<file path="config.mk">
export PLATFORM = sky130hd
export DESIGN_NAME = rob_commit
export DESIGN_NICKNAME = d
export VERILOG_FILES = /design/src/rtl/rob_commit.sv
export SDC_FILE = /design/constraint.sdc
export NUM_CORES = 2
export LEC_CHECK = 0
export BUFFER_PORTS_ARGS = -buffer_cell sky130_fd_sc_hd__buf_4
export CORE_MARGIN = 3
export CORE_UTILIZATION = 37
export DETAILED_ROUTE_END_ITERATION = 10
export GPL_ROUTABILITY_DRIVEN = 0
export SLEW_MARGIN = 20
export SYNTH_ARGS = -nofsm -noshare
export SYNTH_HDL_FRONTEND = slang
export SYNTH_SLANG_ARGS = --single-unit
</file>
<file path="constraint.sdc">
create_clock -name clk_in -period 8.4 [get_ports clk_in]
set_input_delay 1.26 -clock clk_in [delete_from_list [all_inputs] [get_ports clk_in]]
set_output_delay 1.26 -clock clk_in [all_outputs]
set_load 0.03 [all_outputs]
</file>
<file path="src/rtl/rob_commit.sv">
// rob_commit: 16-entry reorder buffer.
//
// Allocates ROB ids to decoded instructions, collects results from the ALU
// (reservation station) and load/store buffer result buses, answers operand
// readiness queries, and retires entries strictly in program order.
//
// Ports:
//   clk_in, rst_in (sync, active-low), rdy_in (low freezes all state)
//   dc_*          : issue interface from the decoder
//   rob_tail      : id the next issue receives
//   rob_full      : registered, decoder must stall while high
//   rs_*, is_lsb, lsb_* : write-back buses
//   q1_*, q2_*    : combinational operand lookups (storage or same-cycle bypass)
//   commit_*      : register-file write pulse (reg write / jalr)
//   store_commit, store_id : store at head may perform
//   rob_clear, clear_pc    : flush pulse and redirect target on mispredict
module rob_commit #(
    parameter int ROB_SIZE = 16,
    parameter int ROB_W    = 4
) (
    input  logic              clk_in,
    input  logic              rst_in,
    input  logic              rdy_in,
    input  logic              dc_valid,
    input  logic [1:0]        dc_type,
    input  logic [4:0]        dc_rd,
    input  logic              dc_pred,
    input  logic [31:0]       dc_alt_pc,
    output logic [ROB_W-1:0]  rob_tail,
    output logic              rob_full,
    input  logic              rs_has_output,
    input  logic [ROB_W-1:0]  rs_rob_id,
    input  logic [31:0]       rs_output,
    input  logic              is_lsb,
    input  logic [ROB_W-1:0]  lsb_rob_id,
    input  logic [31:0]       lsb_res,
    input  logic [ROB_W-1:0]  q1_id,
    input  logic [ROB_W-1:0]  q2_id,
    output logic              q1_ready,
    output logic              q2_ready,
    output logic [31:0]       q1_val,
    output logic [31:0]       q2_val,
    output logic              commit_valid,
    output logic [4:0]        commit_rd,
    output logic [31:0]       commit_val,
    output logic [ROB_W-1:0]  commit_id,
    output logic              store_commit,
    output logic [ROB_W-1:0]  store_id,
    output logic              rob_clear,
    output logic [31:0]       clear_pc
);

    typedef enum logic [1:0] {
        OP_REG    = 2'd0,
        OP_STORE  = 2'd1,
        OP_BRANCH = 2'd2,
        OP_JALR   = 2'd3
    } op_type_t;

    localparam logic [ROB_W:0] SIZE_CNT = ROB_SIZE[ROB_W:0];

    logic [ROB_SIZE-1:0] busy;
    logic [ROB_SIZE-1:0] ready;
    logic [ROB_SIZE-1:0] pred;
    op_type_t            ent_type [ROB_SIZE];
    logic [4:0]          ent_rd   [ROB_SIZE];
    logic [31:0]         alt_pc   [ROB_SIZE];
    logic [31:0]         value    [ROB_SIZE];

    logic [ROB_W-1:0] head;
    logic [ROB_W-1:0] tail;
    logic [ROB_W:0]   count;
    logic [ROB_W:0]   next_count;

    logic do_commit;
    logic mispredict;
    logic do_issue;

    assign rob_tail = tail;

    // Head retires once its result is in. A branch whose actual direction
    // disagrees with the prediction turns that retirement into a full flush.
    // Issue is dropped on overflow, during the flush edge, and while the
    // flush pulse is out (the decoder is still on the wrong path then).
    always_comb begin
        do_commit  = busy[head] && ready[head];
        mispredict = do_commit && (ent_type[head] == OP_BRANCH) &&
                     (value[head][0] != pred[head]);
        do_issue   = dc_valid && (count != SIZE_CNT) && !rob_clear && !mispredict;
    end

    // Occupancy bookkeeping; a flush empties the buffer regardless of
    // whatever issue/commit would otherwise have happened.
    always_comb begin
        next_count = count;
        if (do_issue && !do_commit) begin
            next_count = count + 1'b1;
        end else if (!do_issue && do_commit) begin
            next_count = count - 1'b1;
        end
        if (mispredict) begin
            next_count = '0;
        end
    end

    // Operand lookup: stored result first, then the ALU bus, then the LSB bus.
    // The bypass lets a consumer pick up a result in the cycle it is broadcast.
    always_comb begin
        q1_ready = 1'b0;
        q1_val   = '0;
        q2_ready = 1'b0;
        q2_val   = '0;
        if (busy[q1_id] && ready[q1_id]) begin
            q1_ready = 1'b1;
            q1_val   = value[q1_id];
        end else if (rs_has_output && (rs_rob_id == q1_id)) begin
            q1_ready = 1'b1;
            q1_val   = rs_output;
        end else if (is_lsb && (lsb_rob_id == q1_id)) begin
            q1_ready = 1'b1;
            q1_val   = lsb_res;
        end
        if (busy[q2_id] && ready[q2_id]) begin
            q2_ready = 1'b1;
            q2_val   = value[q2_id];
        end else if (rs_has_output && (rs_rob_id == q2_id)) begin
            q2_ready = 1'b1;
            q2_val   = rs_output;
        end else if (is_lsb && (lsb_rob_id == q2_id)) begin
            q2_ready = 1'b1;
            q2_val   = lsb_res;
        end
    end

    // Main state update. Statement order matters: the LSB write-back comes
    // after the ALU one so it wins on a same-id collision, and the flush
    // comes last so it overrides every other update in that cycle.
    always_ff @(posedge clk_in) begin
        if (!rst_in) begin
            busy         <= '0;
            ready        <= '0;
            head         <= '0;
            tail         <= '0;
            count        <= '0;
            rob_full     <= 1'b0;
            commit_valid <= 1'b0;
            commit_rd    <= '0;
            commit_val   <= '0;
            commit_id    <= '0;
            store_commit <= 1'b0;
            store_id     <= '0;
            rob_clear    <= 1'b0;
            clear_pc     <= '0;
        end else if (rdy_in) begin
            commit_valid <= 1'b0;
            store_commit <= 1'b0;
            rob_clear    <= 1'b0;

            if (rs_has_output && busy[rs_rob_id]) begin
                ready[rs_rob_id] <= 1'b1;
                value[rs_rob_id] <= rs_output;
            end
            if (is_lsb && busy[lsb_rob_id]) begin
                ready[lsb_rob_id] <= 1'b1;
                value[lsb_rob_id] <= lsb_res;
            end

            if (do_commit) begin
                busy[head]  <= 1'b0;
                ready[head] <= 1'b0;
                head        <= head + 1'b1;
                case (ent_type[head])
                    OP_REG, OP_JALR: begin
                        commit_valid <= 1'b1;
                        commit_rd    <= ent_rd[head];
                        commit_val   <= value[head];
                        commit_id    <= head;
                    end
                    OP_STORE: begin
                        store_commit <= 1'b1;
                        store_id     <= head;
                    end
                    default: ;
                endcase
            end

            if (do_issue) begin
                busy[tail]     <= 1'b1;
                ready[tail]    <= (dc_type == OP_STORE);
                ent_type[tail] <= op_type_t'(dc_type);
                ent_rd[tail]   <= dc_rd;
                pred[tail]     <= dc_pred;
                alt_pc[tail]   <= dc_alt_pc;
                tail           <= tail + 1'b1;
            end

            count    <= next_count;
            rob_full <= (next_count >= SIZE_CNT - 1'b1);

            if (mispredict) begin
                busy      <= '0;
                ready     <= '0;
                head      <= '0;
                tail      <= '0;
                rob_clear <= 1'b1;
                clear_pc  <= alt_pc[head];
            end
        end
    end

endmodule
</file>
==> flow_summary.toml <==
[run_status]
outcome = "finished, final reports clean"

[synthesis]
synth_compound_gate_area_share_pct = 3.73
synth.area.mux_share_pct = 33.2
synth.ff_latch_count = 1282
dominant_combinational_cell_family_by_area_after_synthesis = "multiplexers"
synthesis.instances = 3771
synthesis.area_um2 = 65300
synth.lib_cells_used.distinct = 59
async_reset_ff_share_pct = 0
synth.largest_area_cell = "sky130_fd_sc_hd__edfxtp_1"
synth-seq-area-share_pct = 57.0
post-synth-top-area-fraction_pct = 53.0
synth_xor_area_share_pct = 0.255
postSynthNetCount = 3910
synth_simple_gate_area_share_pct = 3.08
avgSynthCellArea_um2 = 17.3
synthTopCellsByArea = "sky130_fd_sc_hd__edfxtp_1 53%, sky130_fd_sc_hd__mux4_2 24%, sky130_fd_sc_hd__mux2_2 8.8%, sky130_fd_sc_hd__dfxtp_1 4.0%, sky130_fd_sc_hd__nand2_1 1.4%"
synth.yosys.warnings = 0
arithmetic_cell_share_of_the_synthesized_area_counting_full_adders_half_adders_and_majority_gates_pct = 0.249
synth_edf_count = 1152
most_used_flip_flop_cell_after_synthesis = "sky130_fd_sc_hd__edfxtp_1"

[placement]
placed_area_um2 = 69800
dp_hpwl_mm = 112
portBuffers = 276

[clock_tree]
clkSlewWorstSetupHoldPaths_ns = 0.06
h_tree_level_count = 4
post_cts_buffers = 0
clock_insertion_delay_worst_skew_ns = 0.80
clk_root_buffer_cell = "sky130_fd_sc_hd__clkbuf_16"
cts_inserted_buffers = 144
cts.sinks = 1282
post_cts_hold_buffer_count = 0
cells_resized_by_post_cts_repair = 0
clock_tree_buf_depth = 3
cts_tree = "yes"

[timing]
finalSetupTns_ns = 0
final.min_clock_period_ns = 6.27
timing.final.hold_violations = 0
worst_slew_pin_slew_ns = 1.11
grt_setup_unrepaired = "no"
final_critical_path_share_of_the_clock_period_pct = 74.6
worst_clock_skew_ns = 0.0413
slew_hr_pct = 26.0
final-max-slew-violation-count = 0
fmaxAchievable_mhz = 160
setup_viol_count_final = 0

[detailed_routing]
route.antenna.remaining_nets = 0
wl_per_cell_um = 32.1
route.detailed.vias_per_inst = 6.10
drc_violation_total_after_the_first_tritonroute_iteration = 4248
vias = 38700
routed_wl_mm = 204
drcViolationCount = 0
detailedRoute.firstPassIterationCount = 5

[power]
switching_power_w = 0.00325
p_sw_share_pct = 22.7
ir_worst_vdd_v = 0.000199
cellLeakagePower_nw = 23.2
seqPwrFrac_pct = 48.7
comb_power_share_pct = 6.4
power_per_cell_area_nw_per_um2 = 191
intPower_w = 0.0110
share_clk_of_total_power_pct = 44.9

[floorplanning]
die_x_um = 426
row_count = 153
die_h_um = 426
die-area_um2 = 181000
start_util_pct = 37.4
core_um2 = 175000
design.portCount = 277

[min_path]
worst_hold_path_type = "reg -> reg"

[layout]
area.growth.synth_to_final_pct = 14.5
finalNetCount = 4023
num-fill-cells = 15400
drive_above_1_share_pct = 46.5
fin_area_um2 = 74700
finalCoreUtilization_pct = 42.8

[global_routing]
grt_remaining_overflow = 0
track_usage_pct = 22.4
antenna_violations_before_repair = 11
pin_count_of_the_biggest_net_entering_global_routing = 104
first_pass_grt_wire_length_mm = 292
number_of_global_route_vias_before_repair = 39600

[worst_setup_path]
cp-start-kind = "input pin"
cp.arrival_ns = 5.01
worst_ep_required_time_ns = 7.14
critical_path_class = "in -> out"
worst_setup_path_end_kind = "output pin"
worst-path-max-fanout = 77

[run]
max_cap_viol_count = 0
-- cell families (layout without fill, tap and decap cells) --
group,count (synthesis),in the layout
xor gates and xnor gates,19,19
DFF,1282,1282
adders and majority gates,13,13
AOI/OAI and AO/OA,357,357
other,0,9
muxes,1221,1221
and+or+nand+nor,462,462
buffers and inverters,417,651
-- cells in the final DEF, fill, tap and decap left out, types with 9 or more instances in the layout --
| cell type | n |
|---|---|
| sky130_fd_sc_hd__edfxtp_1 | 1152 |
| sky130_fd_sc_hd__mux4_2 | 702 |
| sky130_fd_sc_hd__mux2_2 | 512 |
| sky130_fd_sc_hd__buf_4 | 353 |
| sky130_fd_sc_hd__nand2_1 | 226 |
| sky130_fd_sc_hd__clkbuf_16 | 146 |
| sky130_fd_sc_hd__dfxtp_1 | 122 |
| sky130_fd_sc_hd__nor2_1 | 94 |
| sky130_fd_sc_hd__a21oi_1 | 86 |
| sky130_fd_sc_hd__a22oi_1 | 66 |
| sky130_fd_sc_hd__a21boi_0 | 66 |
| sky130_fd_sc_hd__clkbuf_1 | 37 |
| sky130_fd_sc_hd__o21ai_0 | 26 |
| sky130_fd_sc_hd__clkinv_1 | 24 |
| sky130_fd_sc_hd__clkinv_2 | 22 |
| sky130_fd_sc_hd__inv_1 | 19 |
| sky130_fd_sc_hd__nand3_1 | 19 |
| sky130_fd_sc_hd__nor3_1 | 17 |
| sky130_fd_sc_hd__nand2_2 | 16 |
| sky130_fd_sc_hd__o21ai_4 | 15 |
| sky130_fd_sc_hd__xor2_1 | 15 |
| sky130_fd_sc_hd__o311ai_1 | 13 |
| sky130_fd_sc_hd__ha_1 | 13 |
| sky130_fd_sc_hd__nor2_4 | 12 |
| sky130_fd_sc_hd__a21boi_1 | 12 |
| sky130_fd_sc_hd__bufinv_16 | 12 |
| sky130_fd_sc_hd__nor2b_1 | 11 |
| sky130_fd_sc_hd__o211ai_1 | 11 |
| sky130_fd_sc_hd__nand4_1 | 10 |
| sky130_fd_sc_hd__diode_2 | 9 |
| sky130_fd_sc_hd__a211oi_1 | 9 |
| sky130_fd_sc_hd__nor3_2 | 9 |
| sky130_fd_sc_hd__o22ai_1 | 9 |
| sky130_fd_sc_hd__clkbuf_8 | 9 |
-- registers in the layout, summed over array words and instances (netlist names), named ones only --
name / flops
alt_pc: 512
busy: 16
clear_pc: 32
commit_id: 4
commit_rd: 5
commit_val: 32
commit_valid: 1
count: 5
ent_rd: 80
ent_type: 32
head: 4
pred: 16
ready: 16
rob_clear: 1
rob_full: 1
rob_tail: 4
store_commit: 1
store_id: 4
value: 512
-- path summary, 6_finish.rpt --
check                                                from                   endpoint  slack, ns  depth (start not counted)
worst min-delay path            clear_pc[17]$_SDFFE_PN0P_  clear_pc[17]$_SDFFE_PN0P_       0.46                          2
worst max-delay path                             q2_id[1]                 q2_val[19]       2.13                         11
worst min register to register  clear_pc[17]$_SDFFE_PN0P_  clear_pc[17]$_SDFFE_PN0P_       0.46                          2
worst max register to register                       flop    alt_pc[5][23]$_DFFE_PP_       3.27                          7
-- layout make-up --
cell class,instances,area [µm²],share of cell area (%)
diodes,9,22.5,0.0301
inverters,20,75.1,0.100
well taps,2325,2910,3.89
clock inverters,75,926,1.24
repair buffers,364,2850,3.81
clock buffers,192,3920,5.24
flip-flops and latches,1282,37200,49.8
multi-input cells,2072,26800,35.9
-- worst max-delay path: stages --
cell and delay [ns]:
sky130_fd_sc_hd__buf_6 0.67, sky130_fd_sc_hd__buf_4 0.96, sky130_fd_sc_hd__xnor2_1 0.20, sky130_fd_sc_hd__nand2_1 0.09
sky130_fd_sc_hd__nor4_2 0.12, sky130_fd_sc_hd__buf_4 0.52, sky130_fd_sc_hd__nor2_4 0.26, sky130_fd_sc_hd__buf_16 0.24
sky130_fd_sc_hd__a22oi_1 0.17, sky130_fd_sc_hd__a21oi_1 0.10, sky130_fd_sc_hd__buf_4 0.22
-- power by group through the flow --
stage / registers, W / clock network (W) / logic [W]
floorplan: 0.00710 / 0 / 0.000574
global placement: 0.00710 / 0 / 0.000897
global route: 0.00696 / 0.00682 / 0.000965
detailed placement: 0.00710 / 0 / 0.000906
CTS: 0.00696 / 0.00655 / 0.000908
finish: 0.00696 / 0.00642 / 0.000912
-- cell usage after synthesis (15+ instances only) --
library cell,instances
sky130_fd_sc_hd__edfxtp_1,1152
sky130_fd_sc_hd__nor3_1,25
sky130_fd_sc_hd__mux2_2,512
sky130_fd_sc_hd__a21boi_0,66
sky130_fd_sc_hd__a22oi_1,66
sky130_fd_sc_hd__xor2_1,15
sky130_fd_sc_hd__mux4_2,703
sky130_fd_sc_hd__buf_2,58
sky130_fd_sc_hd__nor2_1,106
sky130_fd_sc_hd__clkbuf_1,214
sky130_fd_sc_hd__dfxtp_1,130
sky130_fd_sc_hd__a21oi_1,86
sky130_fd_sc_hd__nand2_1,243
sky130_fd_sc_hd__buf_1,125
sky130_fd_sc_hd__o21ai_0,41
sky130_fd_sc_hd__inv_1,19
sky130_fd_sc_hd__nand3_1,20
-- layer usage --
metal | track usage, % | vias up | share of wire, %
li1 | - | 15800 | -
met1 | 28.3 | 20600 | 39
met2 | 37.7 | 1782 | 50
met3 | 3.85 | 418 | 6.8
met4 | 9.94 | 0 | 4.5
met5 | 0 | - | 0
-- per-stage QoR --
step           std cells  power [W]  setup WS (ns)  hold WS, ns
2_1_floorplan       3771    0.00767           1.99        0.458
3_3_place_gp        6061    0.00799           2.01        0.443
3_5_place_dp        6061    0.00800           1.94        0.451
4_1_cts             6328     0.0144           1.93        0.459
5_1_grt             6335     0.0147           1.99        0.473
6_report            6339     0.0143           2.13        0.456
(Power assumes the default switching activity.)
